## src/rtl/multicycle_ctrl.sv

```systemverilog
// Multicycle RISC-V style control unit.
// A single FSM walks each instruction through fetch, decode, execute,
// memory and write-back phases. The datapath strobes and mux selects are
// decoded from the current state, gated only by mem_ready and alu_bcond.
// instret counts retired instructions. HALT is left only through reset.
module multicycle_ctrl #(
    parameter bit ECALL_HALT = 1'b1
) (
    input  logic        clk,
    input  logic        reset,
    input  logic [6:0]  opcode,
    input  logic        mem_ready,
    input  logic        alu_bcond,
    input  logic        x17_is_ten,
    output logic        pc_write,
    output logic        pc_source,
    output logic        ir_write,
    output logic        i_or_d,
    output logic        mem_read,
    output logic        mem_write,
    output logic        reg_write,
    output logic [1:0]  wb_sel,
    output logic [1:0]  alu_src_a,
    output logic [1:0]  alu_src_b,
    output logic [1:0]  alu_op_sel,
    output logic        is_halted,
    output logic [3:0]  state,
    output logic [31:0] instret
);

    localparam logic [3:0] S_IF      = 4'd0;
    localparam logic [3:0] S_ID      = 4'd1;
    localparam logic [3:0] S_EX_R    = 4'd2;
    localparam logic [3:0] S_EX_I    = 4'd3;
    localparam logic [3:0] S_EX_ADDR = 4'd4;
    localparam logic [3:0] S_MEM_RD  = 4'd5;
    localparam logic [3:0] S_MEM_WR  = 4'd6;
    localparam logic [3:0] S_WB_ALU  = 4'd7;
    localparam logic [3:0] S_WB_MEM  = 4'd8;
    localparam logic [3:0] S_EX_BR   = 4'd9;
    localparam logic [3:0] S_EX_JAL  = 4'd10;
    localparam logic [3:0] S_EX_JALR = 4'd11;
    localparam logic [3:0] S_HALT    = 4'd12;

    localparam logic [6:0] OP_R      = 7'b0110011;
    localparam logic [6:0] OP_I      = 7'b0010011;
    localparam logic [6:0] OP_LOAD   = 7'b0000011;
    localparam logic [6:0] OP_STORE  = 7'b0100011;
    localparam logic [6:0] OP_BRANCH = 7'b1100011;
    localparam logic [6:0] OP_JAL    = 7'b1101111;
    localparam logic [6:0] OP_JALR   = 7'b1100111;
    localparam logic [6:0] OP_SYSTEM = 7'b1110011;

    logic [3:0]  state_q;
    logic [3:0]  next_state;
    logic [31:0] instret_q;
    logic        retire;

    assign state   = state_q;
    assign instret = instret_q;

    // An instruction retires when any working state hands back to IF or
    // enters HALT; the HALT self-loop and IF wait cycles do not count.
    assign retire = (state_q != S_IF) && (state_q != S_HALT) &&
                    ((next_state == S_IF) || (next_state == S_HALT));

    // State register: reset aborts whatever instruction is in flight.
    always_ff @(posedge clk or posedge reset) begin
        if (reset) state_q <= S_IF;
        else       state_q <= next_state;
    end

    // Retired-instruction counter, wraps naturally at 32 bits.
    always_ff @(posedge clk or posedge reset) begin
        if (reset)       instret_q <= 32'd0;
        else if (retire) instret_q <= instret_q + 32'd1;
    end

    // Next-state logic. The IR stays stable after fetch, so opcode is still
    // valid in EX_ADDR to choose between load (bit 5 clear) and store.
    always_comb begin
        next_state = state_q;
        case (state_q)
            S_IF:      if (mem_ready) next_state = S_ID;
            S_ID: begin
                case (opcode)
                    OP_R:               next_state = S_EX_R;
                    OP_I:               next_state = S_EX_I;
                    OP_LOAD, OP_STORE:  next_state = S_EX_ADDR;
                    OP_BRANCH:          next_state = S_EX_BR;
                    OP_JAL:             next_state = S_EX_JAL;
                    OP_JALR:            next_state = S_EX_JALR;
                    OP_SYSTEM:          next_state = (ECALL_HALT && x17_is_ten) ? S_HALT : S_IF;
                    default:            next_state = S_IF;
                endcase
            end
            S_EX_R, S_EX_I: next_state = S_WB_ALU;
            S_EX_ADDR: next_state = opcode[5] ? S_MEM_WR : S_MEM_RD;
            S_MEM_RD:  if (mem_ready) next_state = S_WB_MEM;
            S_MEM_WR:  if (mem_ready) next_state = S_IF;
            S_WB_ALU, S_WB_MEM, S_EX_BR, S_EX_JAL, S_EX_JALR: next_state = S_IF;
            S_HALT:    next_state = S_HALT;
            default:   next_state = S_IF;
        endcase
    end

    // Control decode. Everything is held at zero while reset is high so no
    // strobe (not even the fetch read) leaks out during reset.
    always_comb begin
        pc_write   = 1'b0;
        pc_source  = 1'b0;
        ir_write   = 1'b0;
        i_or_d     = 1'b0;
        mem_read   = 1'b0;
        mem_write  = 1'b0;
        reg_write  = 1'b0;
        wb_sel     = 2'b00;
        alu_src_a  = 2'b00;
        alu_src_b  = 2'b00;
        alu_op_sel = 2'b00;
        is_halted  = 1'b0;
        if (!reset) begin
            case (state_q)
                S_IF: begin
                    mem_read  = 1'b1;
                    alu_src_b = 2'b01;
                    ir_write  = mem_ready;
                    pc_write  = mem_ready;
                end
                S_ID: begin
                    alu_src_a = 2'b10;
                    alu_src_b = 2'b10;
                end
                S_EX_R: begin
                    alu_src_a  = 2'b01;
                    alu_op_sel = 2'b01;
                end
                S_EX_I: begin
                    alu_src_a  = 2'b01;
                    alu_src_b  = 2'b10;
                    alu_op_sel = 2'b01;
                end
                S_EX_ADDR: begin
                    alu_src_a = 2'b01;
                    alu_src_b = 2'b10;
                end
                S_MEM_RD: begin
                    i_or_d   = 1'b1;
                    mem_read = 1'b1;
                end
                S_MEM_WR: begin
                    i_or_d    = 1'b1;
                    mem_write = 1'b1;
                end
                S_WB_ALU: reg_write = 1'b1;
                S_WB_MEM: begin
                    reg_write = 1'b1;
                    wb_sel    = 2'b01;
                end
                S_EX_BR: begin
                    alu_src_a  = 2'b01;
                    alu_op_sel = 2'b10;
                    pc_source  = 1'b1;
                    pc_write   = alu_bcond;
                end
                S_EX_JAL: begin
                    reg_write = 1'b1;
                    wb_sel    = 2'b10;
                    pc_write  = 1'b1;
                    pc_source = 1'b1;
                end
                S_EX_JALR: begin
                    alu_src_a = 2'b01;
                    alu_src_b = 2'b10;
                    reg_write = 1'b1;
                    wb_sel    = 2'b10;
                    pc_write  = 1'b1;
                end
                S_HALT:  is_halted = 1'b1;
                default: ;
            endcase
        end
    end

endmodule

```

## config.mk

```make
export PLATFORM = sky130hd
export DESIGN_NAME = multicycle_ctrl
export DESIGN_NICKNAME = d
export VERILOG_FILES = /design/src/rtl/multicycle_ctrl.sv
export SDC_FILE = /design/constraint.sdc
export NUM_CORES = 1
export LEC_CHECK = 0
export ABC_CLOCK_PERIOD_IN_PS = 4700
export BUFFER_PORTS_ARGS = -buffer_cell sky130_fd_sc_hd__buf_2
export CORE_MARGIN = 3
export CORE_UTILIZATION = 58
export CTS_BUF_LIST = sky130_fd_sc_hd__clkbuf_8
export DETAILED_ROUTE_END_ITERATION = 12
export HOLD_SLACK_MARGIN = 0.03
export PLACE_DENSITY = 0.91
export SLEW_MARGIN = 20
export SYNTH_ARGS = -nofsm -noshare
export SYNTH_HDL_FRONTEND = slang
export SYNTH_SLANG_ARGS = --single-unit
```

## constraint.sdc

```tcl
create_clock -name clk -period 4.7 [get_ports clk]
set_input_delay 0.47 -clock clk [delete_from_list [all_inputs] [get_ports clk]]
set_output_delay 0.47 -clock clk [all_outputs]
set_load 0.05 [all_outputs]
```

Yosys cells after proc, flatten, opt, wreduce, memory -nomap -nowiden --
Index checks and enable logic that the tools add are counted. W data, S select, Z words.
Operators by class: reductions and logical operators 15, eq/ne operators 22, add/subtract/negate cells 1, mux-type cells 31
Operators by type and width (count):
- $pmux W4 S7 | 2
- $add A32 B1 Y32 const B | 1
- $eq A7 B7 Y1 const B | 4
- $eq A4 B4 Y1 const B | 6
- $eq A4 B3 Y1 const B | 4
- $mux W4 | 4
- $pmux W2 S2 | 4
- $mux W1 | 15
- $eq A7 B6 Y1 const B | 2
- $reduce_or A2 Y1 | 6
- $mux W2 | 5
- $eq A4 B2 Y1 const B | 2
- $logic_not A4 Y1 | 2
- $reduce_or A4 Y1 | 2
- $eq A7 B2 Y1 const B | 1
- $eq A7 B5 Y1 const B | 1
- $reduce_or A5 Y1 | 1
- $eq A4 B1 Y1 const B | 1
- $ne A4 B4 Y1 const B | 1
- $reduce_bool A4 Y1 | 1
- $pmux W1 S3 | 1
- $logic_and A1 B1 Y1 | 2
- $logic_or A1 B1 Y1 | 1
Storage, ports and cells: output and inout bits 52, bits of input ports 12, flip-flop bits (word level) 36, logic and storage cells 71

Depth between registers and ports, before layout --
Gate-level depths: netlist of run 1.
word-level depth 7, depth in mapped cells 7, gate-level depth less buffers 6

Worst setup path before layout of run 1 --
Ideal clock, no wire load.
path kind input -> output, start input port reset, end output port pc_write, setup slack 1.351 ns, stages 5, data required time 4.230 ns, arrival time 2.879 ns, path buffers 1, cells stage by stage clkbuf_1 > inv_1 > nand2_1 > nor2_1 > a211o_1
On the way: longest elaborated chain between the ends 1
RTL lines:
- from (decl) | line 10 | input logic reset,
- $mux W1 | line 122 | if (!reset) begin
- to (decl) | line 15 | output logic pc_write,
Every way passes these cells.

Final worst setup path of run 1 --
start register state_q[0] (netlist: state[0]), end output port is_halted
On the way: longest elaborated chain between the ends 3
RTL lines:
- from (decl) | line 54 | logic [3:0] state_q;
- from (signal assigned) | line 70 | else state_q <= next_state;
- $eq A4 B4 Y1 | line 123 | case (state_q)
- $mux W1 | line 123
- $mux W1 | line 122
- to (decl) | line 26 | output logic is_halted,
Every way passes these cells.

==> flow_summary.yaml, run 1 <==
cts:
  cts.sinks: 36
  cts_made_buffers: 5
  clk_latency_ps: 300
  cts-root-buf: "clkbuf_8"
  cts_tree: "yes"
  htreeDepth: 2
  postCtsSetupBuffers: 0
  clk_pin_slew_ps: 70
  postCtsResizedCells: 0
  cts_hold_buf: 0
  cts_max_path_buffers: 2
timing:
  drv_slew: 0
  hold_viol_final: 0
  worst_pin_slew_ps: 875.4
  relSlewSlack_pct: 41.64
  setup_tns_ps: 0
  fin_crit_ps: 2836
  period_share_pct: 60.34
  setup_viol: 0
  hold_slack_ps: 309.4
  fin_skew_ps: 7.737
  fmax_ghz: 0.3526
  rsz0062_at_grt: "false"
final_layout:
  final_area_mm2: 0.002713
  drive_gt1_share_pct: 32.56
  fin_nets: 313
  area_growth_pct: 19.58
  fillers: 271
  antenna_cells: 0
worst_setup_path:
  critPathBufInv: 1
  critPathLaunch: "state[0]"
  critPathTopFamily: "flip-flops"
  cpMaxStageDelayCell: "dfrtp_1"
  worstPathCellList: "nor2b_1 > o2111ai_2 > a211o_1 > o21ai_0 > and3_1 > buf_2"
  cp.required_ps: 4230
  worst-path-stages: 6
  critPathMaxFanout: 17
  start_kind: "flip-flop"
  timing.rr.start: "state[0]"
  crit_path_end_kind: "output pin"
  path_class: "reg2out"
  slowest_delay_ps: 670
  ff2ff_path_depth: 6
  worstPathArrival_ps: 2370
run:
  drv_cap: 0
global_route:
  grt_overflow_total: 0
  grt_pass1_vias: 1814
  grt_max_degree: 24
  antenna_found_initial: 0
  grt_usage_pct: 23.56
  grt_pass1_wl_mm: 8.245
logic_synthesis:
  syn_area_mm2: 0.002268
  synthCells: 238
  yosysSeqAreaShare_pct: 39.71
  yosys_most_used_dff: "dfrtp_1"
  ys_async_sr_fraction_pct: 100.0
  synth_edf_count: 0
  yosys_warnings: 0
  synth-seq-cells: 36
  yosysUniqueCellTypes: 51
  syn_nets: 251
  syn_avg_cell_area_um2: 9.531
floorplan:
  core_area_mm2: 0.003716
  die_h_um: 68.54
  rows: 22
  ios: 64
  initial_core_util_pct: 61.04
  die_x_um: 68.54
  die-area_mm2: 0.004698
route:
  wl_per_cell_um: 15.24
  ant_nets: 0
  vias: 2074
  route.detailed.drc: 0
  via_per_inst: 5.943
  first_pass_iters: 4
  routed_wl_mm: 5.319
  first_iter_violations: 147
placement:
  io_buffers: 63
  dpl_cell_area_mm2: 0.002613
  place.gp.congestion: 0.8253
  hpwl_mm: 3.996
min_path:
  hold_class: "in2async"
power_and_ir_drop:
  total_leakage_power_uw: 0.001386
  ir_drop_mv: 0.3889
  power_density_mw_per_mm2: 464.0
run_status:
  outcome: "finished clean"
-- flip-flops by register name, indices dropped and copies added, names as in the netlist --
register and flops:
state 4, instret 32
-- layer usage --
metal  track usage (%)  up-vias  wire [um]
met1             30.65     1006       2271
met2             37.54       83       2602
met4             10.67        0         97
met5                 0        -          0
li1                  -      974          -
met3             5.024       11        347
-- layout make-up --
type	count	area, um2	area share [%]
Tap cell	48	60.06	2.214
Timing Repair Buffer	67	345.3	12.73
Clock buffer	6	82.58	3.044
Sequential cell	36	900.9	33.21
Multi-Input combinational cell	185	1295	47.74
Clock inverter	2	10.01	0.3690
Inverter	5	18.77	0.6919
-- report_power, final --
group | switching, uW | leakage, uW | internal (uW) | total [uW]
sequential | 95.8 | 0.000472 | 348 | 444
clock | 114 | 0.0000510 | 117 | 231
combinational | 412 | 0.000863 | 172 | 584
total | 621 | 0.00139 | 637 | 1260
-- layout by cell type (no fill, tap or decap), types with 2 or more instances in the layout --
| cell | synthesis | layout |
|---|---|---|
| buf_2 | 4 | 63 |
| dfrtp_1 | 36 | 36 |
| xor2_1 | 28 | 28 |
| nand2_1 | 22 | 22 |
| nor3_1 | 18 | 18 |
| nor2_1 | 14 | 14 |
| nor4_2 | 11 | 11 |
| nor2b_1 | 7 | 7 |
| nand4_1 | 7 | 7 |
| nand3_1 | 7 | 7 |
| nand2b_1 | 6 | 6 |
| clkbuf_8 | 0 | 6 |
| inv_1 | 5 | 5 |
| and3_1 | 5 | 5 |
| xnor2_1 | 5 | 5 |
| and2_1 | 5 | 5 |
| a21oi_1 | 5 | 5 |
| o21ai_0 | 5 | 5 |
| buf_4 | 1 | 3 |
| nand3b_1 | 2 | 2 |
| or2_2 | 2 | 2 |
| nor3_2 | 2 | 2 |
| o21bai_1 | 2 | 2 |
| o211ai_1 | 2 | 2 |
| or3_1 | 2 | 2 |
| mux2i_1 | 2 | 2 |
| nor4b_1 | 2 | 2 |
| a211o_1 | 2 | 2 |
| clkinv_2 | 0 | 2 |
-- path summary, 6_finish.rpt --
kind | endpoint | slack [ps]
worst max-delay path | is_halted | 1860
worst min-delay path | instret[24] | 310
worst max register to register | instret[12] | 1990
worst min register to register | instret[31] | 470
max in group asynchronous | instret[2] | 3670
min in group clk | state[0] | 430
-- cells in the mapped netlist, types with 6 or more instances --
cell type  instances  area [um2]
nor4_2            11       137.6
nand3_1            7       35.03
nand2_1           22       82.58
nor2_1            14       52.55
nand2b_1           6       37.54
nor2b_1            7       43.79
dfrtp_1           36       900.9
nand4_1            7       43.79
xor2_1            28       245.2
nor3_1            18       90.09
clkbuf_1           6       22.52
-- stage by stage --
step / util, % / std cells / setup WS, ps / power [uW]
finish: 73.00 / 349 / 1864 / 1259
global route: 73.00 / 349 / 1702 / 1321
CTS: 72.79 / 348 / 1859 / 1261
detailed placement: 70.30 / 340 / 2005 / 1033
global placement: 70.30 / 340 / 2116 / 1018
floorplan: - / 238 / 1351 / 903.8
-- cells by family (layout without fill, tap and decap cells) --
| family | Yosys count | after routing | share of synthesized area [%] |
|---|---|---|---|
| and+or+nand+nor | 121 | 121 | 33.54 |
| DFF | 36 | 36 | 39.71 |
| xor gates and xnor gates | 33 | 33 | 12.74 |
| AOI/OAI and AO/OA | 27 | 27 | 8.715 |
| buffers and inverters | 17 | 80 | 3.199 |
| muxes | 3 | 3 | 1.544 |
| adders and majority gates | 1 | 1 | 0.5515 |
Power figures use the tool's default switching activity.
==> run 2: changes to the inputs <==
ABC_CLOCK_PERIOD_IN_PS = 2900   (was 4700)
CORE_UTILIZATION = 54   (was 58)
PLACE_DENSITY = 0.85   (was 0.91)
clock period = 2.9 ns   (was 4.7 ns; I/O delays follow)
==> run 2 against run 1 <==
Combinational power up 68%. Largest power group unchanged. Highest routed layer unchanged. Die area rose by 6.7%. Register-to-register slack got worse by 1400 ps. Clock skew fell by 1.0 ps. Via count decreased by 0.14%. Clock-buffer cell count is the same. Global-route usage decreased by 1.0 points.
==> flow_summary.yaml, run 2 (synthesis results as in run 1) <==
route:
  route.detailed.drc: 0
  wl_met2_mm: 2.650
  via_per_inst: 5.934
  vias: 2071
  ant_nets: 0
  wl_met1_mm: 2.455
  routed_wl_mm: 5.557
  wl_per_cell_um: 15.92
  route.met3.wl_um: 376
  first_pass_iters: 4
  first_iter_violations: 166
  highest_layer: "met4"
global_route:
  grt_pass1_vias: 1913
  grt_pass1_wl_mm: 9.156
  grt_max_degree: 32
  grt_overflow_total: 0
  grt_usage_pct: 22.52
  antenna_found_initial: 0
cts:
  cts.sinks: 36
  cts_tree: "yes"
  clk_pin_slew_ps: 70
  cts-root-buf: "clkbuf_8"
  clk_latency_ps: 290
  postCtsSetupBuffers: 0
  cts_hold_buf: 0
  cts_made_buffers: 5
  htreeDepth: 2
  postCtsResizedCells: 0
  cts_max_path_buffers: 2
worst_setup_path:
  cp.required_ps: 2610
  slowest_delay_ps: 700
  critPathMaxFanout: 17
  path_class: "reg2out"
  start_kind: "flip-flop"
  critPathTopFamily: "flip-flops"
  crit_path_end_kind: "output pin"
  critPathBufInv: 1
  cpMaxStageDelayCell: "dfrtp_1"
  reg2reg_slack_ps: 560
  worstPathArrival_ps: 2350
  worstPathCellList: "nor2b_1 > o2111ai_2 > a211o_1 > o21ai_0 > and3_1 > buf_2"
final_layout:
  drive_gt1_share_pct: 33.55
  fin_nets: 313
  fillers: 327
  final-seq-area_um2: 900.9
  area_growth_pct: 20.30
  final_cell_mix: "buf_2, dfrtp_1, xor2_1"
  fin_cells: 349
  largest_reg_flops: 32
  layout_commonest_cell: "buf_2"
  antenna_cells: 0
  multi_input_area_mm2: 0.001308
floorplan:
  die-area_mm2: 0.005015
  initial_core_util_pct: 58.86
  die_x_um: 70.82
  ios: 64
  rows: 22
  die_h_um: 70.82
  core_area_mm2: 0.003854
min_path:
  hold_class: "in2async"
placement:
  pre_cts_ws_ps: 474.9
  place_inst: 340
  place.gp.congestion: 0.8677
  hpwl_mm: 4.011
  io_buffers: 63
timing:
  worst_pin_slew_ps: 649.6
  relSlewSlack_pct: 56.69
  fin_crit_ps: 2641
  hold_viol_final: 0
  fin_skew_ps: 6.719
  rsz0062_at_grt: "false"
  fmax_ghz: 0.3787
  fin_ws_ps: 259.1
  setup_tns_ps: 0
  setup_viol: 0
  drv_slew: 0
  period_share_pct: 91.07
run:
  drv_cap: 0
power_and_ir_drop:
  total_leakage_power_uw: 0.001382
  power_density_mw_per_mm2: 761.1
  ir_drop_mv: 0.5868
run_status:
  outcome: "finished clean"
[run 2: cell types whose count changed in the layout (fill, tap and decap cells not counted)]
cell | before | now
clkinvlp_4 | 0 | 1
inv_1 | 5 | 4
nor4_1 | 1 | 0
nor4_2 | 11 | 12
nor4b_1 | 2 | 1
nor4b_2 | 1 | 2
[run 2: per-layer routing]
layer	vias to the layer above	GRT usage, %
li1	972	-
met1	1006	32.12
met2	84	35.12
met3	9	3.551
met4	0	7.516
met5	-	0
[run 2: path summary, 6_finish.rpt]
check	startpoint	end	cells after the start
worst max-delay path	state[0]	is_halted	6
worst min-delay path	reset	instret[26]	2
worst max register to register	state[0]	instret[1]	6
worst min register to register	instret[31]	instret[31]	1
max in group asynchronous	reset	instret[1]	3
min in group clk	opcode[3]	state[0]	2
[run 2: area by class of cell]
cell class	instances	share of cell area, %
clock buffers	6	3.026
clock inverters	2	0.3668
inverters	5	0.8253
multi-input cells	185	47.91
flip-flops and latches	36	33.01
well taps	48	2.201
repair buffers	67	12.65
[run 2: worst reg2reg max path: cells and delay by family (launching register included)]
| family | cells | cell delay [ps] |
|---|---|---|
| AO/OA/AOI/OAI | 2 | 440 |
| buffers and inverters | 1 | 380 |
| flip-flops | 1 | 700 |
| multiplexers | 1 | 300 |
| AND/OR/NAND/NOR | 2 | 400 |
[run 2: stage by stage]
stage	utilization, %	total power [uW]	hold slack, ps	instance area (um2)
after floorplan	-	1475	402.8	2285
after global placement	68.21	1679	403.4	2629
after detailed placement	68.21	1702	402.2	2629
after CTS	70.62	2077	91.33	2721
after global routing	70.81	2191	119.5	2729
final	70.81	2077	83.32	2729
[run 2: power by group]
| part | switching, uW | leakage, uW | internal [uW] |
|---|---|---|---|
| clock network | 183 | 0.0000510 | 190 |
| registers | 158 | 0.000472 | 564 |
| logic | 687 | 0.000859 | 295 |
| total | 1030 | 0.00138 | 1050 |
==> run 3: changes to the inputs <==
ABC_CLOCK_PERIOD_IN_PS = 2500   (was 2900)
clock period = 2.5 ns   (was 2.9 ns; I/O delays follow)
==> run 3 against run 2 <==
Critical path depth unchanged. Critical endpoint unchanged. Clock-buffer cell count down 1. Sequential share of layout area down 0.43 points. Critical path type unchanged. Highest routed layer unchanged. Final area up 1.6%. Final cell count up 0.86%.
==> flow_summary.yaml, run 3 (synthesis results as in run 1) <==
run_status:
  outcome: "finished clean"
worst_setup_path:
  timing.rr.start: "instret[2]"
  ff2ff_path_depth: 5
  critPathMaxFanout: 16
  reg2reg_slack_ps: 450
  cp.required_ps: 2250
  crit_path_end_kind: "output pin"
  path_class: "reg2out"
  r2r_end: "instret[7]"
  start_kind: "flip-flop"
  worstPathArrival_ps: 2160
timing:
  fin_crit_ps: 2411
  hold_viol_final: 0
  fmax_ghz: 0.4147
  setup_viol: 0
  fin_skew_ps: 5.567
  period_share_pct: 96.46
  rsz0062_at_grt: "false"
  relSlewSlack_pct: 56.70
  hold_slack_ps: 217.4
  worst_pin_slew_ps: 646.6
  drv_slew: 0
floorplan:
  core_area_mm2: 0.003854
  rows: 22
  die_h_um: 70.82
  initial_core_util_pct: 58.86
  ios: 64
  die-area_mm2: 0.005015
  die_x_um: 70.82
global_route:
  grt_pass1_wl_mm: 8.825
  grt_pass1_vias: 1851
  grt_usage_pct: 21.66
  grt_max_degree: 32
  antenna_found_initial: 0
  grt_overflow_total: 0
cts:
  cts_made_buffers: 5
  htreeDepth: 2
  clk_latency_ps: 290
  postCtsSetupBuffers: 0
  cts-root-buf: "clkbuf_8"
  cts.sinks: 36
  clk_pin_slew_ps: 70
  cts_tree: "yes"
  cts_max_path_buffers: 2
min_path:
  min_path_cells: 2
  hold_end: "state[0]"
  hold_class: "in2reg"
  hold_start: "opcode[3]"
final_layout:
  fin_nets: 317
  area_growth_pct: 22.23
  largest_reg_flops: 32
  layout_commonest_cell: "buf_2"
  utilization_pct: 71.95
  final_cell_mix: "buf_2, dfrtp_1, xor2_1"
  drive_gt1_share_pct: 35.20
  antenna_cells: 0
route:
  routed_wl_mm: 5.304
  vias: 2040
  route.detailed.drc: 0
  first_iter_violations: 137
  ant_nets: 0
  first_pass_iters: 4
  wl_per_cell_um: 15.07
  via_per_inst: 5.795
run:
  drv_cap: 0
placement:
  io_buffers: 63
  hpwl_mm: 3.866
  place.gp.congestion: 0.8275
power_and_ir_drop:
  total_leakage_power_uw: 0.001396
  ir_drop_mv: 0.7192
  power_density_mw_per_mm2: 864.5
==> run 3: cell types whose count changed in the layout (fill, tap and decap cells not counted) <==
cell	delta
buf_4	+2
dfrtp_1	-2
dfrtp_2	+2
a21oi_1	-1
a21oi_2	+1
buf_12	+1
clkbuf_8	-1
clkinv_2	-1
dlygate4sd3_1	+1
inv_1	+1
nor2_1	-1
nor2_2	+1
nor3_1	-1
nor3_2	+1
==> run 3: worst max-delay path, stage by stage (launching register included) <==
cell	delay, ps
dfrtp_2	500
and4bb_2	340
o2111ai_2	180
a211o_1	290
o21ai_0	110
and3_1	200
buf_2	260
==> run 3: power breakdown <==
group	total (uW)	internal, uW	switching (uW)
clock network	381	185	196
logic	1220	371	848
registers	797	659	138
==> run 3: what timing repair did <==
item                                    CTS  global route
endpoints found under the setup margin    0             1
hold endpoints to repair                  6             0
gates resized for setup                   0             2
hold buffers                              1             0
==> run 3: layer usage <==
metal,global-route usage [%],part of all wire (%)
met1,31.73,46
met2,32.75,46
met3,4.830,6.5
met4,5.219,1.0
met5,0,0
==> run 3: how the worst max path moves through the flow <==
| stage | end | cells after the start | startpoint |
|---|---|---|---|
| 2_1_floorplan | pc_write | 4 | reset |
| 3_3_place_gp | instret[16] | 5 | state[2] |
| 3_5_place_dp | instret[23] | 5 | state[2] |
| 4_1_cts | is_halted | 6 | state[2] |
| 5_1_grt | is_halted | 6 | state[2] |
| 6_report | is_halted | 6 | state[2] |
==> run 3: layout make-up <==
class                   instances  area [um2]
multi-input cells             185        1319
fillers                       299        1081
flip-flops and latches         36       903.4
repair buffers                 71       390.4
clock buffers                   5       68.82
well taps                      48       60.06
inverters                       5       22.52
clock inverters                 2       8.758
==> run 3: stage by stage <==
stage / cells / TNS, ps / instance area [um2] / setup slack (ps) / power [uW]
final: 352 / 0 / 2773 / 88.54 / 2397
after global routing: 352 / 0 / 2773 / 8.145 / 2520
after CTS: 351 / 0 / 2763 / 42.21 / 2398
after detailed placement: 343 / 0 / 2675 / 177.1 / 2018
after global placement: 343 / 0 / 2675 / 246.6 / 1991
after floorplan: 238 / -70.19 / 2296 / -70.19 / 1723
